File: config.mk
export PLATFORM = sky130hd
export DESIGN_NAME = mul_div_unit
export DESIGN_NICKNAME = d
export VERILOG_FILES = /design/src/rtl/mul_div_unit.sv
export SDC_FILE = /design/constraint.sdc
export NUM_CORES = 1
export LEC_CHECK = 0
export ABC_AREA = 1
export BUFFER_PORTS_ARGS = -buffer_cell sky130_fd_sc_hd__buf_2
export CORE_MARGIN = 3
export CORE_UTILIZATION = 50
export DETAILED_ROUTE_END_ITERATION = 8
export MAX_ROUTING_LAYER = met4
export PLACE_DENSITY = 0.68
export SLEW_MARGIN = 5
export SYNTH_ARGS = -nofsm -noshare
export SYNTH_HDL_FRONTEND = slang
export SYNTH_SLANG_ARGS = --single-unit
File: constraint.sdc
create_clock -name clk -period 4.54 [get_ports clk]
set_clock_uncertainty 0.1 [all_clocks]
set_input_delay 0.908 -clock clk [delete_from_list [all_inputs] [get_ports clk]]
set_output_delay 0.908 -clock clk [all_outputs]
set_load 0.01 [all_outputs]
File: src/rtl/mul_div_unit.sv
// Iterative MIPS multiply/divide unit with architectural HI/LO registers.
// Shift-add multiply and restoring divide on magnitudes, sign-corrected in a final cycle.
module mul_div_unit #(
  parameter int WIDTH = 32,
  parameter int ITER  = 32
) (
  input  logic             clk,
  input  logic             reset_n,
  input  logic             start,
  input  logic [1:0]       op,
  input  logic [WIDTH-1:0] src_a,
  input  logic [WIDTH-1:0] src_b,
  input  logic             hi_we,
  input  logic             lo_we,
  input  logic [WIDTH-1:0] wdata,
  output logic             busy,
  output logic             done,
  output logic             div_zero,
  output logic [WIDTH-1:0] hi,
  output logic [WIDTH-1:0] lo
);

  localparam int CW = $clog2(ITER);

  typedef enum logic [1:0] {
    ST_IDLE = 2'b00,
    ST_PREP = 2'b01,
    ST_ITER = 2'b10,
    ST_FIX  = 2'b11
  } state_t;

  state_t             state_r, state_s;
  logic [1:0]         op_r;
  logic [WIDTH-1:0]   a_r, b_r, opd_r, acc_hi_r, acc_lo_r, hi_r, lo_r;
  logic [CW-1:0]      cnt_r;
  logic               neg_q_r, neg_r_r, busy_r, done_r, div_zero_r;

  logic               is_div_s, is_signed_s, a_neg_s, b_neg_s, b_zero_s;
  logic [WIDTH-1:0]   a_mag_s, b_mag_s, hi_res_s, lo_res_s;
  logic [WIDTH:0]     mul_sum_s, div_diff_s;
  logic [2*WIDTH-1:0] prod_s;

  assign is_div_s    = op_r[1];
  assign is_signed_s = ~op_r[0];
  assign a_neg_s     = is_signed_s & a_r[WIDTH-1];
  assign b_neg_s     = is_signed_s & b_r[WIDTH-1];
  assign a_mag_s     = a_neg_s ? -a_r : a_r;
  assign b_mag_s     = b_neg_s ? -b_r : b_r;
  assign b_zero_s    = (b_r == {WIDTH{1'b0}});
  assign mul_sum_s   = {1'b0, acc_hi_r} + (acc_lo_r[0] ? {1'b0, opd_r} : {(WIDTH+1){1'b0}});
  assign div_diff_s  = {acc_hi_r, acc_lo_r[WIDTH-1]} - {1'b0, opd_r};
  assign prod_s      = {acc_hi_r, acc_lo_r};

  // Next-state logic for the operation sequencer.
  always_comb begin
    state_s = state_r;
    case (state_r)
      ST_IDLE: begin
        if (start) state_s = ST_PREP;
        else       state_s = ST_IDLE;
      end
      ST_PREP: state_s = ST_ITER;
      ST_ITER: begin
        if (cnt_r == {CW{1'b0}}) state_s = ST_FIX;
        else                     state_s = ST_ITER;
      end
      ST_FIX:  state_s = ST_IDLE;
      default: state_s = ST_IDLE;
    endcase
  end

  // Sign-corrected result; divide by zero returns all-ones quotient and the raw dividend.
  always_comb begin
    hi_res_s = {WIDTH{1'b0}};
    lo_res_s = {WIDTH{1'b0}};
    if (!is_div_s) begin
      if (neg_q_r) {hi_res_s, lo_res_s} = -prod_s;
      else         {hi_res_s, lo_res_s} = prod_s;
    end else if (b_zero_s) begin
      hi_res_s = a_r;
      lo_res_s = {WIDTH{1'b1}};
    end else begin
      hi_res_s = neg_r_r ? -acc_hi_r : acc_hi_r;
      lo_res_s = neg_q_r ? -acc_lo_r : acc_lo_r;
    end
  end

  // State register.
  always_ff @(posedge clk) begin
    if (!reset_n) state_r <= ST_IDLE;
    else          state_r <= state_s;
  end

  // Datapath, HI/LO and status registers.
  always_ff @(posedge clk) begin
    if (!reset_n) begin
      op_r       <= 2'b00;
      a_r        <= {WIDTH{1'b0}};
      b_r        <= {WIDTH{1'b0}};
      opd_r      <= {WIDTH{1'b0}};
      acc_hi_r   <= {WIDTH{1'b0}};
      acc_lo_r   <= {WIDTH{1'b0}};
      cnt_r      <= {CW{1'b0}};
      neg_q_r    <= 1'b0;
      neg_r_r    <= 1'b0;
      busy_r     <= 1'b0;
      done_r     <= 1'b0;
      div_zero_r <= 1'b0;
      hi_r       <= {WIDTH{1'b0}};
      lo_r       <= {WIDTH{1'b0}};
    end else begin
      done_r <= 1'b0;
      case (state_r)
        ST_IDLE: begin
          if (start) begin
            op_r       <= op;
            a_r        <= src_a;
            b_r        <= src_b;
            div_zero_r <= 1'b0;
            busy_r     <= 1'b1;
          end else begin
            if (hi_we) hi_r <= wdata;
            if (lo_we) lo_r <= wdata;
          end
        end
        ST_PREP: begin
          acc_hi_r <= {WIDTH{1'b0}};
          neg_q_r  <= a_neg_s ^ b_neg_s;
          neg_r_r  <= a_neg_s & is_div_s;
          cnt_r    <= CW'(ITER - 1);
          if (is_div_s) begin
            opd_r    <= b_mag_s;
            acc_lo_r <= a_mag_s;
          end else begin
            opd_r    <= a_mag_s;
            acc_lo_r <= b_mag_s;
          end
        end
        ST_ITER: begin
          cnt_r <= cnt_r - CW'(1);
          if (!is_div_s) begin
            acc_hi_r <= mul_sum_s[WIDTH:1];
            acc_lo_r <= {mul_sum_s[0], acc_lo_r[WIDTH-1:1]};
          end else begin
            if (!div_diff_s[WIDTH]) acc_hi_r <= div_diff_s[WIDTH-1:0];
            else                    acc_hi_r <= {acc_hi_r[WIDTH-2:0], acc_lo_r[WIDTH-1]};
            acc_lo_r <= {acc_lo_r[WIDTH-2:0], ~div_diff_s[WIDTH]};
          end
        end
        ST_FIX: begin
          hi_r       <= hi_res_s;
          lo_r       <= lo_res_s;
          done_r     <= 1'b1;
          busy_r     <= 1'b0;
          div_zero_r <= is_div_s & b_zero_s;
        end
        default: busy_r <= 1'b0;
      endcase
    end
  end

  assign busy     = busy_r;
  assign done     = done_r;
  assign div_zero = div_zero_r;
  assign hi       = hi_r;
  assign lo       = lo_r;

endmodule

==> results.md, run 1 <==
Status:
- The run finished with clean final reports.

Timing:
- At the pin with the least slew margin, the transition time is 1.09 ns.
- The final sum of negative setup slack is 0 ns.
- The number of failing hold endpoints at the final stage is 0.
- Derived from the worst setup path, the maximum achievable clock frequency is 324 MHz.
- In this run the tightest slew margin relative to its limit is 0.274.
- The number of failing setup endpoints in the final timing report is 0.
- Dividing the final minimum period by the clock period gives 0.681.
- The worst hold slack after final layout is 0.362 ns.
- The number of pins exceeding their max-slew limit in the final report is 0.
- The shortest clock period the worst path allows after layout is between 3 and 4 ns.
- Once routing completed, OpenROAD measured the worst setup slack at between 1 and 1.5 ns.
- Setup repair after global routing left no endpoint under its margin.

Clocking:
- TritonCTS built the clock tree.
- The cell at the root of the clock tree is clkbuf_16.
- Clock latency on the worst-skew pair, taken at its later pin, is 0.59 ns.
- The number of resized instances in the post-cts repair step is 0.
- The quantity of hold-fixing buffers added after cts is 0.
- The number of buffers created by CTS is 28.
- The clock passes through at most 3 buffers.
- Clock tree synthesis found a total of about 240 sinks.
- The clock transition at the registers of the reported paths is ~0.06 ns.
- Post-CTS timing repair inserted 0 buffers for setup.
- In this run the number of H-tree levels came out at 1.

Yosys:
- The number of storage elements in the synthesis netlist is 238.
- The Yosys warning count is 0.
- Dividing the synthesized area by the synthesized cell count gives 5.73 um^2.
- The portion of synthesized cell area occupied by the leading cell type is 0.225.
- By area the synthesized netlist is led by dfxtp_1 (23%), nand2_1 (18%), a21oi_1 (8.5%).
- Among all cell types in the netlist, the one instantiated most often is nand2_1.
- The cell taking the most area after synthesis is dfxtp_1.
- Yosys mapped the design onto 53 distinct sky130hd cell types.
- The synthesized design contains 0 enable-type register cells.
- The commonest register cell after synthesis is dfxtp_1.
- The proportion of register bits with asynchronous set or reset after synthesis is 0.
- Ranked by instance count, the synthesized netlist is headed by nand2_1 (1,022), inv_1 (467), a21oi_1 (359), o21ai_0 (346), nor2_1 (329).
- After technology mapping, the gate count stands at 3,686.
- The fraction of the yosys area taken by sequential cells is 0.225.
- When the netlist entered floorplanning its net count stood at 3,865.
- After synthesis the cells add up to ~21,000 um^2.

Die:
- Measured along the x axis, the die boundary spans 212 um.
- The die outline area is around 45,000 um^2.
- The die boundary height is around 210 um.
- 170 I/O pins were placed.
- The starting utilization of the core area is 0.512.
- The standard-cell row count is 74.
- The region available for standard cell placement spans slightly above 40,000 um^2.

Global route:
- Summed over all layers, the global routing overflow is 0.
- Entering global routing, the biggest net connects 130 pins.
- The total global-route track usage is 0.394.
- The first global-routing pass estimated between 100 and 150 mm of wire.
- The initial antenna violation count is 1.
- The number of global-route vias before repair is about 22,000.

Placement:
- The final weighted congestion in routability-driven placement is between 1 and 1.5.
- The total of buffers placed on input and output ports is 169.
- After legalization and detailed placement, the total HPWL measured slightly above 70 mm.
- The placement-stage worst setup slack is 1.47 ns.

Critical path:
- The kind of critical path is reg2reg.
- STA classifies the critical path startpoint as a flop.
- The arrival time reported for the critical path endpoint is 3.50 ns.
- The required time of the critical path is between 4 and 5 ns.
- The startpoint identified for the worst register-to-register timing path is acc_lo_r[0]$_SDFFE_PN0P_.
- The most critical setup path has its startpoint at acc_lo_r[0]$_SDFFE_PN0P_.
- The number of cells on the worst reg-to-reg path is 16.
- STA classifies the critical path endpoint as a flop.
- The biggest fanout along the worst timing path is 34.

Final layout:
- The number of nets at the end of the flow is between 3,000 and 4,000.
- In the final layout, the share of cells above drive strength 1 is 0.0885.
- From synthesis to final layout, the design area changed by 9.67%.
- The post-route core utilization is 0.561.

Routing:
- Summed over all layers, the routed wires come to about 89 mm.
- The iteration count of the initial detailed-routing pass is 6.
- The starting DRC count in detailed routing is between 3,000 and 4,000.
- Using the TritonRoute via totals, the vias-per-cell ratio works out to 5.74.
- The number of nets with antenna violations after routing is 0.
- The routed length per instance is around 21 um.
- The detailed router placed approximately 25,000 vias in this run.
- In the routed design, unresolved DRC markers number 0.

Min path:
- The number of cells on the worst hold path is 1.
- In this run the worst hold path is classified as reg2reg.
- The worst hold path begins at cnt_r[0]$_SDFFE_PN0P_.

Power:
- The reported leakage power is between 10 and 15 nW.
- Across the VDD grid, the largest voltage drop is a little under 800 uV.
- The final total power is roughly 14 mW.
- The power density over the cells is just under 600 nW/um^2.

Flow run:
- The number of max-cap violations is 0.
-- cells in the final DEF, fill, tap and decap left out, drive strengths merged --
cell type	n
a21o	7
o31ai	3
dfxtp	238
a211oi	1
o221ai	7
o22ai	2
bufinv	3
a31oi	13
buf	203
a221oi	1
xor2	90
a21oi	364
inv	479
nand3b	12
nand3	328
ha	74
o211ai	31
nor3	31
and3	1
clkinvlp	1
clkinv	13
o21ai	360
nor2	341
xnor2	10
or2	11
nor4	2
o311ai	1
nand2	1048
nand4	41
clkbuf	34
a22oi	5
fa	2
and2	5
o21a	2
diode	2
o21bai	11
-- logic make-up (layout without fill, tap and decap cells) --
kind of cell | after synthesis | in the layout | share of synthesized area
AO/OA/AOI/OAI | 808 | 808 | 0.203
adder cells (fa/ha/maj) | 76 | 76 | 0.0457
buffers and inverters | 644 | 733 | 0.120
other | 0 | 2 | 0
flip-flops | 238 | 238 | 0.225
XOR/XNOR | 100 | 100 | 0.0414
AND/OR/NAND/NOR | 1820 | 1820 | 0.365
-- metal layers --
metal  track usage  part of all wire  up-vias
met5             -                 0        -
met4         0.161             0.049        0
met3        0.0805              0.12      188
met2         0.548              0.41     1369
met1         0.554              0.43    11100
li1              -                 -    12100
-- worst max-delay path, stage by stage (launching register included) --
cell and delay, ns:
dfxtp_1 0.33, buf_4 0.41, nand2_1 0.18, fa_1 0.47, inv_1 0.11, nand3_1 0.08
nand2_1 0.16, inv_1 0.06, nor2_1 0.11, nor2_1 0.08, o21ai_0 0.35, nand2_1 0.15
nand2_1 0.09, nand2_1 0.05, nand3_1 0.08, nand3_1 0.08, a21oi_1 0.13
-- power by group --
group / switching (mW) / internal, mW / total [mW]
sequential: 0.554 / 2.54 / 3.09
combinational: 5.92 / 2.29 / 8.21
clock: 1.01 / 1.39 / 2.40
total: 7.49 / 6.22 / 13.7
-- per-stage QoR --
| step | instances | instance area (um^2) |
|---|---|---|
| detailed placement | 4256 | 22200 |
| global placement | 4256 | 22200 |
| CTS | 4307 | 23200 |
| finish | 4309 | 23200 |
| floorplan | 3686 | 21100 |
| global route | 4308 | 23200 |
-- final timing paths --
kind	end	slack, ns
max	acc_hi_r[29]$_SDFFE_PN0P_	1.45
min	cnt_r[0]$_SDFFE_PN0P_	0.36
max reg2reg	acc_hi_r[29]$_SDFFE_PN0P_	1.45
min reg2reg	cnt_r[0]$_SDFFE_PN0P_	0.36
-- final cells by class --
| class | instances | area, um^2 |
|---|---|---|
| fillers | 4431 | 18100 |
| multi-input cells | 2804 | 13900 |
| flip-flops and latches | 238 | 4770 |
| inverters | 479 | 1800 |
| repair buffers | 203 | 1120 |
| clock buffers | 34 | 773 |
| well taps | 532 | 666 |
| clock inverters | 17 | 195 |
| diodes | 2 | 5.00 |
-- sequential cells by signal (all words and copies together), names as in the netlist, 5 cells and up --
name / flops
lo: 32
a_r: 32
acc_hi_r: 32
hi: 32
cnt_r: 5
b_r: 32
opd_r: 32
acc_lo_r: 32
No activity file was read; power rests on OpenSTA's default activity.
==> run 2: changes to the inputs <==
ABC_AREA = 0   (was 1)
PLACE_DENSITY = 0.72   (was 0.68)
clock period = 2.8 ns   (was 4.54 ns; I/O delays follow)
==> run 2 against run 1 <==
  * The flow now finishes with violations (setup timing)
  * Core utilization rose by 18 points
  * Global-route usage rose by 1.6 points
  * Wire length fell by 11%
  * Sequential power rose by 24%
  * Final cell count fell by 23%
  * Clock power rose by 62%
  * Via count fell by 16%
  * Register-to-register slack got worse by 2.0 ns
  * Highest routed layer unchanged
  * Hold slack got worse by 0.24 ns
  * Critical endpoint is now acc_hi_r[14]$_SDFFE_PN0P_
  * Setup slack got worse by 2.0 ns
==> results.md, run 2 <==
Status:
- Run status: finished with violations (was complete, no violations).
- The final reports fail on setup timing.

Clocking:
- The cell at the root of the clock tree is clkbuf_16 (unchanged).
- The total number of H-tree levels is 1 (unchanged).
- The clock tree from TritonCTS is done (unchanged).
- The total number of clock tree sinks is 238 (unchanged).
- The number of buffers created by CTS is 29 (was 28).
- The maximum number of buffers from clock root to sink was 3 (unchanged).
- The clock latency reported for the late side of the worst-skew pair is 0.57 ns (was 0.59 ns).
- The clock transition at the registers of the reported paths is 0.06 ns (about the same).
- The quantity of hold-fixing buffers added after cts is 0 (unchanged).

Power:
- The switching fraction of total power is 0.366 (was 0.546).
- The worst supply voltage drop on vdd is 628 uV (was 791 uV).
- The final total power is 13.7 mW (about the same).
- The clock network power share was 0.283 (was 0.175).
- The internal power summed over all cells is 8.71 mW (was 6.22 mW).
- The power density over the cells is 544 nW/um^2 (was 591 nW/um^2).
- The register share of total power was 0.280 (was 0.226).
- The reported leakage power is 11.0 nW (was 11.5 nW).
- The switching power is 5.04 mW (was 7.49 mW).
- The part of the power in combinational logic is 0.437 (was 0.599).

Timing:
- The upper clock frequency limit is 301 MHz (was 324 MHz).
- The number of failing hold endpoints at the final stage came to 0 (unchanged).
- RSZ-0062 raised after global routing: true (was false).
- The number of failing setup endpoints in the final timing report came to 76 (was 0).
- The final sum of negative setup slack is -19.98 ns (was 0 ns).
- The worst relative slew slack is 0.511 (was 0.274).
- The shortest clock period the worst path allows after layout was 3.32 ns (was 3.09 ns).
- The slew at the pin closest to its max-slew limit is 0.731 ns (was 1.09 ns).
- The number of pins exceeding their max-slew limit in the final report was 0 (unchanged).
- The worst path setup slack after routing was -0.518 ns (was 1.45 ns).
- The period utilization is 1.18 (was 0.681).

Yosys:
- The proportion of register bits with asynchronous set or reset after synthesis is 0 (unchanged).
- The commonest register cell after synthesis is dfxtp_1 (unchanged).
- The library cell with the highest instance count after synthesis is nand2_1 (unchanged).
- The post-synthesis cell type count was 77 (was 53).
- The mean cell area of the mapped netlist came to 7.52 um^2 (was 5.73 um^2).
- The number of synthesized flops with an enable pin was 0 (unchanged).
- The fraction of the yosys area taken by sequential cells is 0.272 (was 0.225).
- The portion of synthesized cell area occupied by the leading cell type is 0.272 (was 0.225).
- The cell count after synthesis is 2,327 (was 3,686).
- Synth top area cells: dfxtp_1 (27%), a21oi_1 (7.2%), nand2_1 (6.3%) (was dfxtp_1 (23%), nand2_1 (18%), a21oi_1 (8.5%)).
- The number of storage elements in the synthesis netlist came to 238 (unchanged).
- The cell taking the most area after synthesis is dfxtp_1 (unchanged).
- The cell area after technology mapping is 17,500 um^2 (was 21,100 um^2).
- Top cell types by occurrence after synthesis: nand2_1 (294), nor2_1 (253), a21oi_1 (250), dfxtp_1 (238), o21ai_0 (147) (was nand2_1 (1,022), inv_1 (467), a21oi_1 (359), o21ai_0 (346), nor2_1 (329)).
- The synthesized netlist net count is 2,506 (was 3,865).
- The Yosys warning count is 0 (unchanged).

Final layout:
- The most common cell after layout, fill and taps aside is buf_4 (was nand2_1).
- The post-synthesis to final-layout area growth is 44.5% (was 9.67%).
- The number of nets at the end of the flow is 3,017 (was 3,933).
- The total of fill cells in the finished design is 2,566 (was 4,431).
- The proportion of layout cells with a drive suffix above 1 is 0.364 (was 0.0885).
- The number of standard cells in the layout, taps in and fillers out is 3,311 (was 4,309).
- Commonest non-fill, non-tap cells in the layout: buf_4 (410), nand2_1 (279), nor2_1 (224) (was nand2_1 (1,021), inv_1 (467), a21oi_1 (357)).
- The post-route core utilization is 0.743 (was 0.561).

Critical path:
- The kind of critical path is reg2reg (unchanged).
- The category of the worst setup path capture point was a flop (unchanged).
- The biggest fanout along the worst timing path is 6 (was 34).
- The arrival time reported for the critical path endpoint came to 3.68 ns (was 3.50 ns).
- The sort of element at the start of the critical path is a flop (unchanged).
- The required time of the critical path was 3.16 ns (was 4.95 ns).

Flow run:
- The number of max-cap violations came to 0 (unchanged).

Die:
- The die boundary height is 193 um (was 212 um).
- The standard-cell row count is 67 (was 74).
- The starting utilization of the core area is 0.514 (was 0.512).
- The die outline area was 37,300 um^2 (was 44,800 um^2).
- The chip width is 193 um (was 212 um).
- The core region area is 34,000 um^2 (was 41,300 um^2).
- The number of top-level pins is 170 (unchanged).

Placement:
- The detailed placement HPWL is 58.2 mm (was 70.8 mm).
- The placement-stage worst setup slack is -0.559 ns (was 1.47 ns).
- The total of buffers placed on input and output ports is 169 (unchanged).
- The number of placed instances with taps included is 3,200 (was 4,256).
- The final weighted congestion in routability-driven placement came to 1.03 (was 1.09).

Routing:
- The average via count per standard cell is 6.25 (was 5.74).
- The DRC violations left is 0 (unchanged).
- The vias after detailed routing came to 20,700 (was 24,800).
- The number of nets with antenna violations after routing came to 0 (unchanged).
- The iteration count of the initial detailed-routing pass is 6 (unchanged).
- The starting DRC count in detailed routing came to 2,314 (was 3,389).
- The aggregate routed wire length is 78.7 mm (was 88.9 mm).
- The routed length per instance is 23.8 um (was 20.6 um).

Global route:
- The number of global-route vias before repair was 18,900 (was 21,800).
- The initial antenna violation count was 3 (was 1).
- The largest net degree at the start of global routing is 127 (was 130).
- The total overflow reported by the global router is 0 (unchanged).
- The total global-route track usage is 0.410 (was 0.394).
- The global-route wire length before repair was 113 mm (was 132 mm).

Min path:
- The worst min-delay path class was in2reg (was reg2reg).
==> run 2: cell types whose count changed in the layout (fill, tap and decap cells not counted), sizes merged, moves of 28 or more <==
cell    before  now
buf        203  643
nand2     1048  294
inv        479   70
nand4       41    8
mux2i        0   56
nand2b       0   48
a21oi      364  251
o21ai      360  156
xnor2       10  126
a21o         7   52
nor2       341  254
o221ai       7   35
nand3      328   19
==> run 2: layer usage <==
layer	global-route usage	part of all wire	vias to the layer above	wire (um)
li1	-	-	9325	-
met1	0.543	0.40	9803	31300
met2	0.597	0.42	1275	33300
met3	0.0868	0.12	305	9200
met4	0.192	0.062	0	4900
met5	-	0	-	0
==> run 2: power groups by stage <==
| stage | registers (mW) | clock network (mW) | logic, mW |
|---|---|---|---|
| 2_1_floorplan | 3.89 | 0 | 2.42 |
| 3_3_place_gp | 3.86 | 0 | 4.22 |
| 3_5_place_dp | 3.87 | 0 | 4.29 |
| 4_1_cts | 3.82 | 3.89 | 5.27 |
| 5_1_grt | 3.86 | 4.02 | 6.30 |
| 6_report | 3.84 | 3.89 | 6.01 |
==> run 2: path summary, 6_finish.rpt <==
check / startpoint / endpoint / slack, ns / cells past startpoint
worst max-delay path: opd_r[19]$_SDFFE_PN0N_ / acc_hi_r[14]$_SDFFE_PN0P_ / -0.52 / 15
worst min-delay path: src_a[18] / a_r[18]$_SDFFE_PN0P_ / 0.12 / 3
worst max register to register: opd_r[19]$_SDFFE_PN0N_ / acc_hi_r[14]$_SDFFE_PN0P_ / -0.52 / 15
worst min register to register: lo[27]$_SDFFE_PN0P_ / lo[27]$_SDFFE_PN0P_ / 0.35 / 2
==> run 2: logic make-up (layout without fill, tap and decap cells) <==
group | after synthesis | in the layout | share of synthesized area
mux | 85 | 85 | 0.0642
flops | 238 | 238 | 0.272
simple gates | 770 | 770 | 0.197
buf+inv | 236 | 768 | 0.0522
fa+ha+maj | 76 | 76 | 0.0552
xor+xnor | 189 | 189 | 0.0946
compound gates | 733 | 733 | 0.264
other cells | 0 | 4 | 0
==> run 2: final cells by class <==
class | count | area (um^2) | area share
clock inverters | 12 | 158 | 0.00624
well taps | 448 | 561 | 0.0222
inverters | 72 | 283 | 0.0112
diodes | 4 | 10.0 | 0.000396
clock buffers | 40 | 817 | 0.0323
flip-flops and latches | 238 | 4810 | 0.190
repair buffers | 644 | 4830 | 0.191
multi-input cells | 1853 | 13800 | 0.546
==> run 2: worst max-delay path, stage by stage, from the launching register on <==
cell and delay, ns:
dfxtp_1 0.31, inv_1 0.05, ha_1 0.34, a21oi_2 0.19, o21ai_0 0.14, a31oi_1 0.32, o22ai_2 0.17, a211oi_4 0.30
buf_6 0.16, a21oi_4 0.05, a211oi_4 0.23, buf_4 0.18, buf_12 0.13, mux2i_2 0.22, nor2_1 0.06, a211o_1 0.23
==> run 2: what timing repair did <==
item | 4_1_cts | 5_1_grt
pin swaps | 140 | 171
gates cloned | 5 | 1
setup endpoints to repair | 109 | 134
setup buffers | 33 | 46
gates resized for setup | 254 | 218
==> run 2: stage by stage <==
step	instance area, um^2	hold WS (ns)
5_1_grt	25300	0.123
3_3_place_gp	21800	0.335
6_report	25300	0.120
4_1_cts	24100	0.110
3_5_place_dp	21800	0.342
2_1_floorplan	17700	0.341
